### config.mk
export PLATFORM = sky130hd
export DESIGN_NAME = piso_tx_flat
export DESIGN_NICKNAME = d
export VERILOG_FILES = /design/src/rtl/dice_serial_pkg.sv /design/src/rtl/piso_tx_if.sv /design/src/rtl/piso_tx_bit_timer.sv /design/src/rtl/piso_tx.sv /design/src/flat_wrapper.sv
export SDC_FILE = /design/constraint.sdc
export NUM_CORES = 1
export LEC_CHECK = 0
export CORE_MARGIN = 2
export CORE_UTILIZATION = 55
export CTS_CLUSTER_DIAMETER = 120
export DETAILED_ROUTE_END_ITERATION = 8
export PLACE_DENSITY_LB_ADDON = 0.1
export SKIP_LAST_GASP = 1
export SYNTH_ARGS = -nofsm -noshare
export SYNTH_HDL_FRONTEND = slang
export SYNTH_SLANG_ARGS = --single-unit
### constraint.sdc
create_clock -name clk -period 4.1 [get_ports clk]
set_input_delay 0.41 -clock clk [delete_from_list [all_inputs] [get_ports clk]]
set_output_delay 0.41 -clock clk [all_outputs]
set_load 0.005 [all_outputs]
### src/rtl/dice_serial_pkg.sv
// Shared types and constants for the dice value serial link (transmitter and receiver).
package dice_serial_pkg;

    typedef enum logic [1:0] {
        ST_IDLE  = 2'd0,
        ST_START = 2'd1,
        ST_SHIFT = 2'd2,
        ST_GAP   = 2'd3
    } dice_state_e;

    localparam int DICE_DATA_W = 7;
    localparam int DICE_MIN_GAP = 2;

    // One start slot plus the data slots, followed by the guard gap.
    function automatic int frame_cycles(input int data_w, input int cycles_per_bit,
                                        input int gap_cycles);
        return (data_w + 1) * cycles_per_bit + gap_cycles;
    endfunction

    localparam int DICE_FRAME_CYCLES_DEF = (DICE_DATA_W + 1) * 1 + DICE_MIN_GAP;

endpackage

### src/rtl/piso_tx_if.sv
// Word-in / serial-out bus of piso_tx, with the FSM state brought out for observation.
interface piso_tx_if
    import dice_serial_pkg::*;
#(
    parameter int DATA_W = DICE_DATA_W
);
    // A word moves on a rising edge where i_valid && o_ready; i_data must be stable
    // while i_valid is high and o_ready is low, and may change freely after the transfer.
    logic [DATA_W-1:0] i_data;
    logic              i_valid;
    logic              o_ready;
    logic              o_serial;
    logic              o_strobe;
    logic              o_busy;
    logic              o_done;
    dice_state_e       state_dbg;

    modport slave (
        input  i_data, i_valid,
        output o_ready, o_serial, o_strobe, o_busy, o_done, state_dbg
    );

    modport master (
        output i_data, i_valid,
        input  o_ready, o_serial, o_strobe, o_busy, o_done, state_dbg
    );

endinterface

### src/rtl/piso_tx_bit_timer.sv
// Slot timer: counts clock cycles within one bit slot and flags the slot's last cycle.
module bit_timer #(
    parameter int CYCLES_PER_BIT = 1
) (
    input  logic clk,
    input  logic reset_n,
    input  logic clear,
    input  logic enable,
    output logic tick,
    output logic tick_nx
);

    localparam int CW = (CYCLES_PER_BIT > 1) ? $clog2(CYCLES_PER_BIT) : 1;
    localparam logic [CW-1:0] LAST = CW'(CYCLES_PER_BIT - 1);

    logic [CW-1:0] count;
    logic [CW-1:0] count_nx;

    assign tick = (count == LAST);

    always_comb begin
        count_nx = count;
        if (clear) begin
            count_nx = '0;
        end else if (enable) begin
            count_nx = tick ? '0 : count + 1'b1;
        end
    end

    // Lets the owner register its strobe one cycle ahead of the slot end.
    assign tick_nx = (count_nx == LAST);

    always_ff @(posedge clk or negedge reset_n) begin
        if (!reset_n) begin
            count <= '0;
        end else begin
            count <= count_nx;
        end
    end

endmodule

### src/rtl/piso_tx.sv
// Parallel-in serial-out transmitter: start slot, DATA_W bits LSB first, guard gap.
// Define PISO_TX_SKID_EN to add a one-word holding buffer for back-to-back frames.
module piso_tx
    import dice_serial_pkg::*;
#(
    parameter int CYCLES_PER_BIT = 1,
    parameter int DATA_W         = DICE_DATA_W,
    parameter int GAP_CYCLES     = DICE_MIN_GAP
) (
    input  logic clk,
    input  logic reset_n,
    piso_tx_if.slave bus
);

    localparam int BW = $clog2(DATA_W + 1);
    localparam int GW = (GAP_CYCLES > 1) ? $clog2(GAP_CYCLES) : 1;
    localparam logic [BW-1:0] BIT_LAST = BW'(DATA_W - 1);
    localparam logic [GW-1:0] GAP_LAST = GW'(GAP_CYCLES - 1);

    dice_state_e       state, state_nx;
    logic [DATA_W-1:0] sr, sr_nx;
    logic [BW-1:0]     bit_cnt, bit_cnt_nx;
    logic [GW-1:0]     gap_cnt, gap_cnt_nx;
    logic              serial_q, strobe_q, busy_q, done_q;
    logic              tmr_clear, tmr_en, tick, tick_nx;
    logic              ready, hs, gap_end;

`ifdef PISO_TX_SKID_EN
    logic              buf_full, buf_full_nx;
    logic [DATA_W-1:0] buf_data, buf_data_nx;
    assign ready = !buf_full;
`else
    assign ready = (state == ST_IDLE);
`endif

    assign hs      = bus.i_valid && ready;
    assign gap_end = (state == ST_GAP) && (gap_cnt == GAP_LAST);

    bit_timer #(.CYCLES_PER_BIT(CYCLES_PER_BIT)) u_bit_timer (
        .clk     (clk),
        .reset_n (reset_n),
        .clear   (tmr_clear),
        .enable  (tmr_en),
        .tick    (tick),
        .tick_nx (tick_nx)
    );

    always_comb begin
        state_nx   = state;
        sr_nx      = sr;
        bit_cnt_nx = bit_cnt;
        gap_cnt_nx = gap_cnt;
        tmr_clear  = 1'b0;
        tmr_en     = (state == ST_START) || (state == ST_SHIFT);
`ifdef PISO_TX_SKID_EN
        buf_full_nx = buf_full;
        buf_data_nx = buf_data;
`endif
        case (state)
            ST_IDLE: begin
                if (hs) begin
                    state_nx  = ST_START;
                    sr_nx     = bus.i_data;
                    tmr_clear = 1'b1;
                end
            end
            ST_START: begin
                if (tick) begin
                    state_nx   = ST_SHIFT;
                    bit_cnt_nx = '0;
                end
            end
            ST_SHIFT: begin
                if (tick) begin
                    sr_nx      = sr >> 1;
                    bit_cnt_nx = bit_cnt + 1'b1;
                    if (bit_cnt == BIT_LAST) begin
                        state_nx   = ST_GAP;
                        gap_cnt_nx = '0;
                    end
                end
            end
            ST_GAP: begin
                if (gap_end) begin
                    state_nx = ST_IDLE;
`ifdef PISO_TX_SKID_EN
                    // A buffered word wins; otherwise a word offered right now starts directly.
                    if (buf_full) begin
                        state_nx    = ST_START;
                        sr_nx       = buf_data;
                        tmr_clear   = 1'b1;
                        buf_full_nx = 1'b0;
                    end else if (hs) begin
                        state_nx  = ST_START;
                        sr_nx     = bus.i_data;
                        tmr_clear = 1'b1;
                    end
`endif
                end else begin
                    gap_cnt_nx = gap_cnt + 1'b1;
                end
            end
            default: state_nx = ST_IDLE;
        endcase
`ifdef PISO_TX_SKID_EN
        if (hs && (state != ST_IDLE) && !gap_end) begin
            buf_full_nx = 1'b1;
            buf_data_nx = bus.i_data;
        end
`endif
    end

    always_ff @(posedge clk or negedge reset_n) begin
        if (!reset_n) begin
            state    <= ST_IDLE;
            sr       <= '0;
            bit_cnt  <= '0;
            gap_cnt  <= '0;
            serial_q <= 1'b0;
            strobe_q <= 1'b0;
            busy_q   <= 1'b0;
            done_q   <= 1'b0;
        end else begin
            state    <= state_nx;
            sr       <= sr_nx;
            bit_cnt  <= bit_cnt_nx;
            gap_cnt  <= gap_cnt_nx;
            // Outputs are computed from next-state values so they line up with the state.
            serial_q <= (state_nx == ST_SHIFT) && sr_nx[0];
            strobe_q <= ((state_nx == ST_START) || (state_nx == ST_SHIFT)) && tick_nx;
            busy_q   <= (state_nx != ST_IDLE);
            done_q   <= (state_nx == ST_GAP) && (gap_cnt_nx == GAP_LAST);
        end
    end

`ifdef PISO_TX_SKID_EN
    always_ff @(posedge clk or negedge reset_n) begin
        if (!reset_n) begin
            buf_full <= 1'b0;
            buf_data <= '0;
        end else begin
            buf_full <= buf_full_nx;
            buf_data <= buf_data_nx;
        end
    end
`endif

    assign bus.o_ready   = ready;
    assign bus.o_serial  = serial_q;
    assign bus.o_strobe  = strobe_q;
    assign bus.o_busy    = busy_q;
    assign bus.o_done    = done_q;
    assign bus.state_dbg = state;

endmodule

### src/flat_wrapper.sv
// flat-port wrapper written by rule: the top's interface ports become plain ports
module piso_tx_flat import dice_serial_pkg::*;
#(
    parameter int CYCLES_PER_BIT = 1,
    parameter int DATA_W         = DICE_DATA_W,
    parameter int GAP_CYCLES     = DICE_MIN_GAP
)
  (clk, reset_n, bus_i_data, bus_i_valid, bus_o_ready, bus_o_serial, bus_o_strobe, bus_o_busy, bus_o_done, bus_state_dbg);
  piso_tx_if #(.DATA_W(DATA_W)) bus_i ();
  input  logic clk;
  input  logic reset_n;
  input wire logic [$bits(bus_i.i_data)-1:0] bus_i_data;
  input wire logic [$bits(bus_i.i_valid)-1:0] bus_i_valid;
  output wire logic [$bits(bus_i.o_ready)-1:0] bus_o_ready;
  output wire logic [$bits(bus_i.o_serial)-1:0] bus_o_serial;
  output wire logic [$bits(bus_i.o_strobe)-1:0] bus_o_strobe;
  output wire logic [$bits(bus_i.o_busy)-1:0] bus_o_busy;
  output wire logic [$bits(bus_i.o_done)-1:0] bus_o_done;
  output wire logic [$bits(bus_i.state_dbg)-1:0] bus_state_dbg;
  assign bus_i.i_data = bus_i_data;
  assign bus_i.i_valid = bus_i_valid;
  assign bus_o_ready = bus_i.o_ready;
  assign bus_o_serial = bus_i.o_serial;
  assign bus_o_strobe = bus_i.o_strobe;
  assign bus_o_busy = bus_i.o_busy;
  assign bus_o_done = bus_i.o_done;
  assign bus_state_dbg = bus_i.state_dbg;
  piso_tx #(.CYCLES_PER_BIT(CYCLES_PER_BIT), .DATA_W(DATA_W), .GAP_CYCLES(GAP_CYCLES)) u_core (.clk(clk), .reset_n(reset_n), .bus(bus_i));
endmodule
# Yosys cells after proc, flatten, opt, wreduce, memory -nomap -nowiden
# Index checks and enable logic that the tools add are counted.
[classes]
add_sub_neg = 3
multipliers = 0
n_div = 0
magnitude_cmp = 0
eq_ne = 10
shift = 0
mux = 21
bitwise_logic = 1
reduce_logical = 13
[ops]
columns = ["cell", "n"]
rows = [
  ["$mux 7", 2],
  ["$pmux 7 s2", 1],
  ["$mux 2", 5],
  ["$eq 2x2->1 const B", 4],
  ["$mux 1", 8],
  ["$pmux 2 s4", 1],
  ["$mux 3", 2],
  ["$ne 2x2->1 const B", 3],
  ["$pmux 3 s2", 1],
  ["$reduce_and 3->1", 2],
  ["$reduce_bool 2->1", 3],
  ["$logic_and 1x1->1", 5],
  ["$eq 2x1->1 const B", 2],
  ["$add 3x1->3 const B", 1],
  ["$eq 3x3->1 const B", 1],
  ["$add 1x1->1 const B", 2],
  ["$logic_not 2->1", 1],
  ["$logic_or 1x1->1", 2],
  ["$pmux 1 s2", 1],
  ["$not 1->1", 1],
]
[totals]
ff_bits = 18
latchBits = 0
ram_bits = 0
mem_bits_ro = 0
in_bits = 10
out_inout_bits = 7
elab_cells = 58
n_memories = 0

# Depth between registers and ports, before layout
[logic_depth]
ltp_word = 7
ltp_mapped = 9
mapped_depth_nobuf = 8

# Cells and area by module
# Synthesis repeated with hierarchy kept, for this count alone.
[hier_totals]
hier_cells = 88
area_unflattened_um2 = 1019.7
[modules_own_cells]
columns = ["mod", "n_inst", "cells_per_inst", "area_per_inst_um2", "seq_area_each_um2"]
rows = [
  ["piso_tx", 1, 84, 974.7, 425.4],
  ["bit_timer", 1, 4, 45.0, 25.0],
]

# Worst setup path after synthesis
# No wires, ideal clock.
[synth_path]
kind = "flip-flop to flip-flop"
start = "register u_core.state[0] (netlist: u_core.bus.state_dbg[0])"
end = "register u_core.serial_q (netlist: u_core.bus.o_serial)"
setup_ps = 82
t_arrival_ps = 2003
t_required_ps = 4018
path_slack_ps = 2015
stages_incl_launch_ff = 10
n_path_buf = 1
synth_period_minus_slack_ps = 2085
cell_sequence = "dfrtp_1 -> inv_1 -> ha_1 -> and2_0 -> buf_6 -> nand2b_1 -> a221oi_1 -> ha_1 -> inv_1 -> o22ai_1"
[synth_via]
elab_chain_len = 6
word_cells_on_any_way = 16
cone_classes = "eq/ne: 4; mux: 8; reduce/logical: 4"
[synth_lines]
columns = ["element", "line", "text"]
rows = [
  ["from (decl)", "piso_tx.sv:20", "dice_state_e state, state_nx;"],
  ["from (signal assigned)", "piso_tx.sv:124", "state <= state_nx;"],
  ["$logic_not 2->1 (*)", "piso_tx.sv:33", "assign ready = (state == ST_IDLE);"],
  ["named net bus_o_ready", "flat_wrapper.sv:14", "output wire logic [$bits(bus_i.o_ready)-1:0] bus_o_ready;"],
  ["$logic_and 1x1->1", "piso_tx.sv:36", "assign hs = bus.i_valid && ready;"],
  ["$mux 2", "piso_tx.sv:61", "if (hs) begin"],
  ["$pmux 2 s4 (*)", "piso_tx.sv:59", "case (state)"],
  ["named net u_core.state_nx[1]", "piso_tx.sv:20", ""],
  ["$eq 2x2->1 (*)", "piso_tx.sv:129", "serial_q <= (state_nx == ST_SHIFT) && sr_nx[0];"],
  ["$logic_and 1x1->1 (*)", "piso_tx.sv:129", ""],
  ["to (signal assigned)", "piso_tx.sv:129", ""],
  ["to (decl)", "piso_tx.sv:24", "logic serial_q, strobe_q, busy_q, done_q;"],
]
# Mark *: on every way through the listed nets, which the timed path passes. The rest lies on a longest branch. The select of a mux whose other input is x is not followed.
# A chain may end at the register's enable or synchronous reset.

# Worst setup path after layout
[layout_path]
start = "register u_core.state[0] (netlist: u_core.bus.state_dbg[0])"
end = "register u_core.serial_q (netlist: u_core.bus.o_serial)"
[layout_via]
elab_chain_len = 6
word_cells_on_any_way = 16
cone_classes = "eq/ne: 4; mux: 8; reduce/logical: 4"
[layout_lines]
columns = ["element", "line"]
rows = [
  ["$eq 2x2->1 or $logic_not 2->1 (tied branches)", "piso_tx.sv:37, piso_tx.sv:59, piso_tx.sv:33"],
  ["$logic_and 1x1->1 (on tied branches)", "piso_tx.sv:37, piso_tx.sv:36"],
  ["$mux 2 (on tied branches)", "piso_tx.sv:84, piso_tx.sv:61"],
  ["$pmux 2 s4 (*)", "piso_tx.sv:59"],
  ["named net u_core.state_nx[1]", "piso_tx.sv:20"],
  ["$eq 2x2->1 (*)", "piso_tx.sv:129"],
  ["$logic_and 1x1->1 (*)", "piso_tx.sv:129"],
]
# Marked as above.

==> flow_summary.json <==
{
  "outcome": "complete, no violations",
  "cts_setup_buffers": 0,
  "firstDrtPassIters": 4,
  "syn_to_final_growth_pct": 17.6,
  "path_clk_slew_ps": 100,
  "antenna_found_initial": 0,
  "min_period_ps": 2360,
  "finalCritPeriodShare": 0.576,
  "rsz0062_at_grt": "false",
  "holdBufCountCts": 0,
  "cap_violations": 0,
  "fmax_mhz": 424,
  "maxSlewViolCount": 0,
  "reg2reg_to": "u_core.bus.o_serial$_DFF_PN0_",
  "peakVddDrop_mv": 0.348,
  "yosysSeqAreaShare": 0.441,
  "gr-total-overflow": 0,
  "grt_pass1_vias": 717,
  "cp_max_fo": 8,
  "hp-class": "flip-flop to flip-flop",
  "syn_inst": 90,
  "dieArea_um2": 2220,
  "dp_hpwl_mm": 1.42,
  "leakage_uw": 0.000542,
  "core-area_um2": 1750,
  "synth_most_common_cell": "dfrtp_1",
  "cts-resized-gates": 0,
  "clkSinkCount": 18,
  "drc_errors": 0,
  "fin_skew_ps": 1.61,
  "required_ps": 4320,
  "io_buffer_count": 16,
  "synthTopCellsByArea": "dfrtp_1 (44%), ha_1 (12%), mux2_2 (6.6%)",
  "grt_pass1_wl_mm": 3.13,
  "pwr_density_cell_nw_per_um2": 572,
  "initial_utilization": 0.585,
  "syn_area_um2": 1020,
  "reg2reg_depth": 8,
  "cts_root_buf": "clkbuf_4",
  "routed_wl_mm": 1.92,
  "clock_latency_ps": 290,
  "crit_type": "flip-flop to flip-flop",
  "ant_nets": 0,
  "crit_path_end_kind": "flip-flop",
  "cts_made_buffers": 3,
  "tns_ps": 0,
  "fin_util": 0.688,
  "place_area_um2": 1180,
  "ys_ff_latch": 18,
  "tightest_slew_ps": 827,
  "pin_count": 17,
  "setup_violations": 0,
  "die_h_um": 47.1,
  "synth_enable_flop_cells": 0,
  "ys_warn_count": 0,
  "ys_async_sr_fraction": 1.00,
  "grt_usage": 0.201,
  "nNetsFinal": 128,
  "reg2reg_from": "u_core.bus.state_dbg[0]$_DFF_PN0_",
  "syn_area_per_cell_um2": 11.3,
  "yosys.area.top_type": "dfrtp_1",
  "fp-row-count": 15,
  "drt_iter0_drc": 13,
  "clockBufferDepth": 2,
  "final_hold_viol_count": 0,
  "die-width_um": 47.1,
  "htree_levels": 1,
  "synth_flop_cell": "dfrtp_1",
  "synth_nets": 110,
  "place.gp.congestion": 0.779,
  "synth_cell_type_count": 34,
  "diodes": 0,
  "netlist.area_leader.share": 0.441,
  "startpoint": "u_core.bus.state_dbg[0]$_DFF_PN0_",
  "fill_cells": 134,
  "drive_gt1_frac": 0.151,
  "wl_per_cell_um": 14.7,
  "viasPerCell": 5.58,
  "rrSetupSlack_ps": 1740,
  "netlist_top_cells_count": "dfrtp_1 (18), ha_1 (10), inv_1 (9)",
  "multi_input_area_um2": 503,
  "fin_area_um2": 1200,
  "tritoncts": "built",
  "via_count": 731,
  "grt_max_degree": 19,
  "seq_area_um2": 450,
  "relSlewSlack": 0.447,
  "arrival_ps": 2580,
  "endpoint": "u_core.bus.o_serial$_DFF_PN0_",
  "cp-start-kind": "flip-flop"
}
==> kinds of logic (layout without fill, tap and decap cells) <==
family,after synthesis,in the layout,share of synthesized area
AND/OR/NAND/NOR,19,19,0.103
adder cells (fa/ha/maj),10,10,0.123
multiplexers,6,6,0.0662
buffers and inverters,12,28,0.0662
flip-flops,18,18,0.441
AO/OA/AOI/OAI,25,25,0.201
==> power breakdown <==
group / internal (uW) / switching (uW) / total, uW
logic: 167 / 153 / 320
registers: 237 / 41.6 / 279
clock network: 34.2 / 54.6 / 88.8
==> registers in the layout, summed over array words and instances (netlist names) <==
| signal | flops |
|---|---|
| u_core.bus.state_dbg | 2 |
| u_core.u_bit_timer.count | 1 |
| u_core.bus.o_busy | 1 |
| u_core.bus.o_done | 1 |
| u_core.sr | 7 |
| u_core.bit_cnt | 3 |
| u_core.bus.o_strobe | 1 |
| u_core.bus.o_serial | 1 |
| u_core.gap_cnt | 1 |
==> cell type report <==
cell class	count	share of cell area
Clock buffer	3	0.0188
Tap cell	25	0.0260
Sequential cell	18	0.375
Multi-Input combinational cell	60	0.419
Inverter	9	0.0281
Timing Repair Buffer	16	0.133
==> routing by layer <==
metal	part of all wire	track usage
met1	0.51	0.274
met3	0.032	0.0269
met4	0.015	0.0667
met5	0	0
met2	0.45	0.332
==> through the flow <==
| stage | std cells | power [uW] | hold WS, ps | worst slack, ps |
|---|---|---|---|---|
| floorplan | 90 | 496 | 114 | 2010 |
| global placement | 128 | 588 | 482 | 1750 |
| detailed placement | 128 | 600 | 487 | 1680 |
| CTS | 131 | 690 | 511 | 1720 |
| global route | 131 | 741 | 529 | 1480 |
| finish | 131 | 687 | 513 | 1740 |
==> worst max-delay path, stage by stage, from the launching register on <==
cell,delay [ps]
dfrtp_1,460
inv_1,110
ha_1,290
and2_0,300
nand2b_1,230
a221oi_1,440
ha_1,250
inv_1,40
o22ai_1,170
==> worst min-delay path by stage <==
stage	start	end	slack (ps)	cells past startpoint
2_1_floorplan	reset_n	u_core.bit_cnt[0]$_DFFE_PN0P_	110	0
3_3_place_gp	u_core.gap_cnt$_DFF_PN0_	u_core.gap_cnt$_DFF_PN0_	480	1
3_5_place_dp	u_core.gap_cnt$_DFF_PN0_	u_core.gap_cnt$_DFF_PN0_	490	1
4_1_cts	u_core.gap_cnt$_DFF_PN0_	u_core.gap_cnt$_DFF_PN0_	510	1
5_1_grt	u_core.gap_cnt$_DFF_PN0_	u_core.gap_cnt$_DFF_PN0_	530	1
6_report	u_core.gap_cnt$_DFF_PN0_	u_core.gap_cnt$_DFF_PN0_	510	1
==> layout by cell type, fill, tap and decap left out, drive strengths merged, types with 2 or more instances in the layout <==
| master | instances |
|---|---|
| clkdlybuf4s50 | 16 |
| dfrtp | 18 |
| mux2 | 6 |
| nor2 | 3 |
| nand3 | 2 |
| clkbuf | 3 |
| nand2 | 5 |
| nor2b | 2 |
| inv | 9 |
| o21ai | 5 |
| ha | 10 |
| a22o | 6 |
| and2 | 2 |
| a211oi | 2 |
Power figures use the tool's default switching activity.
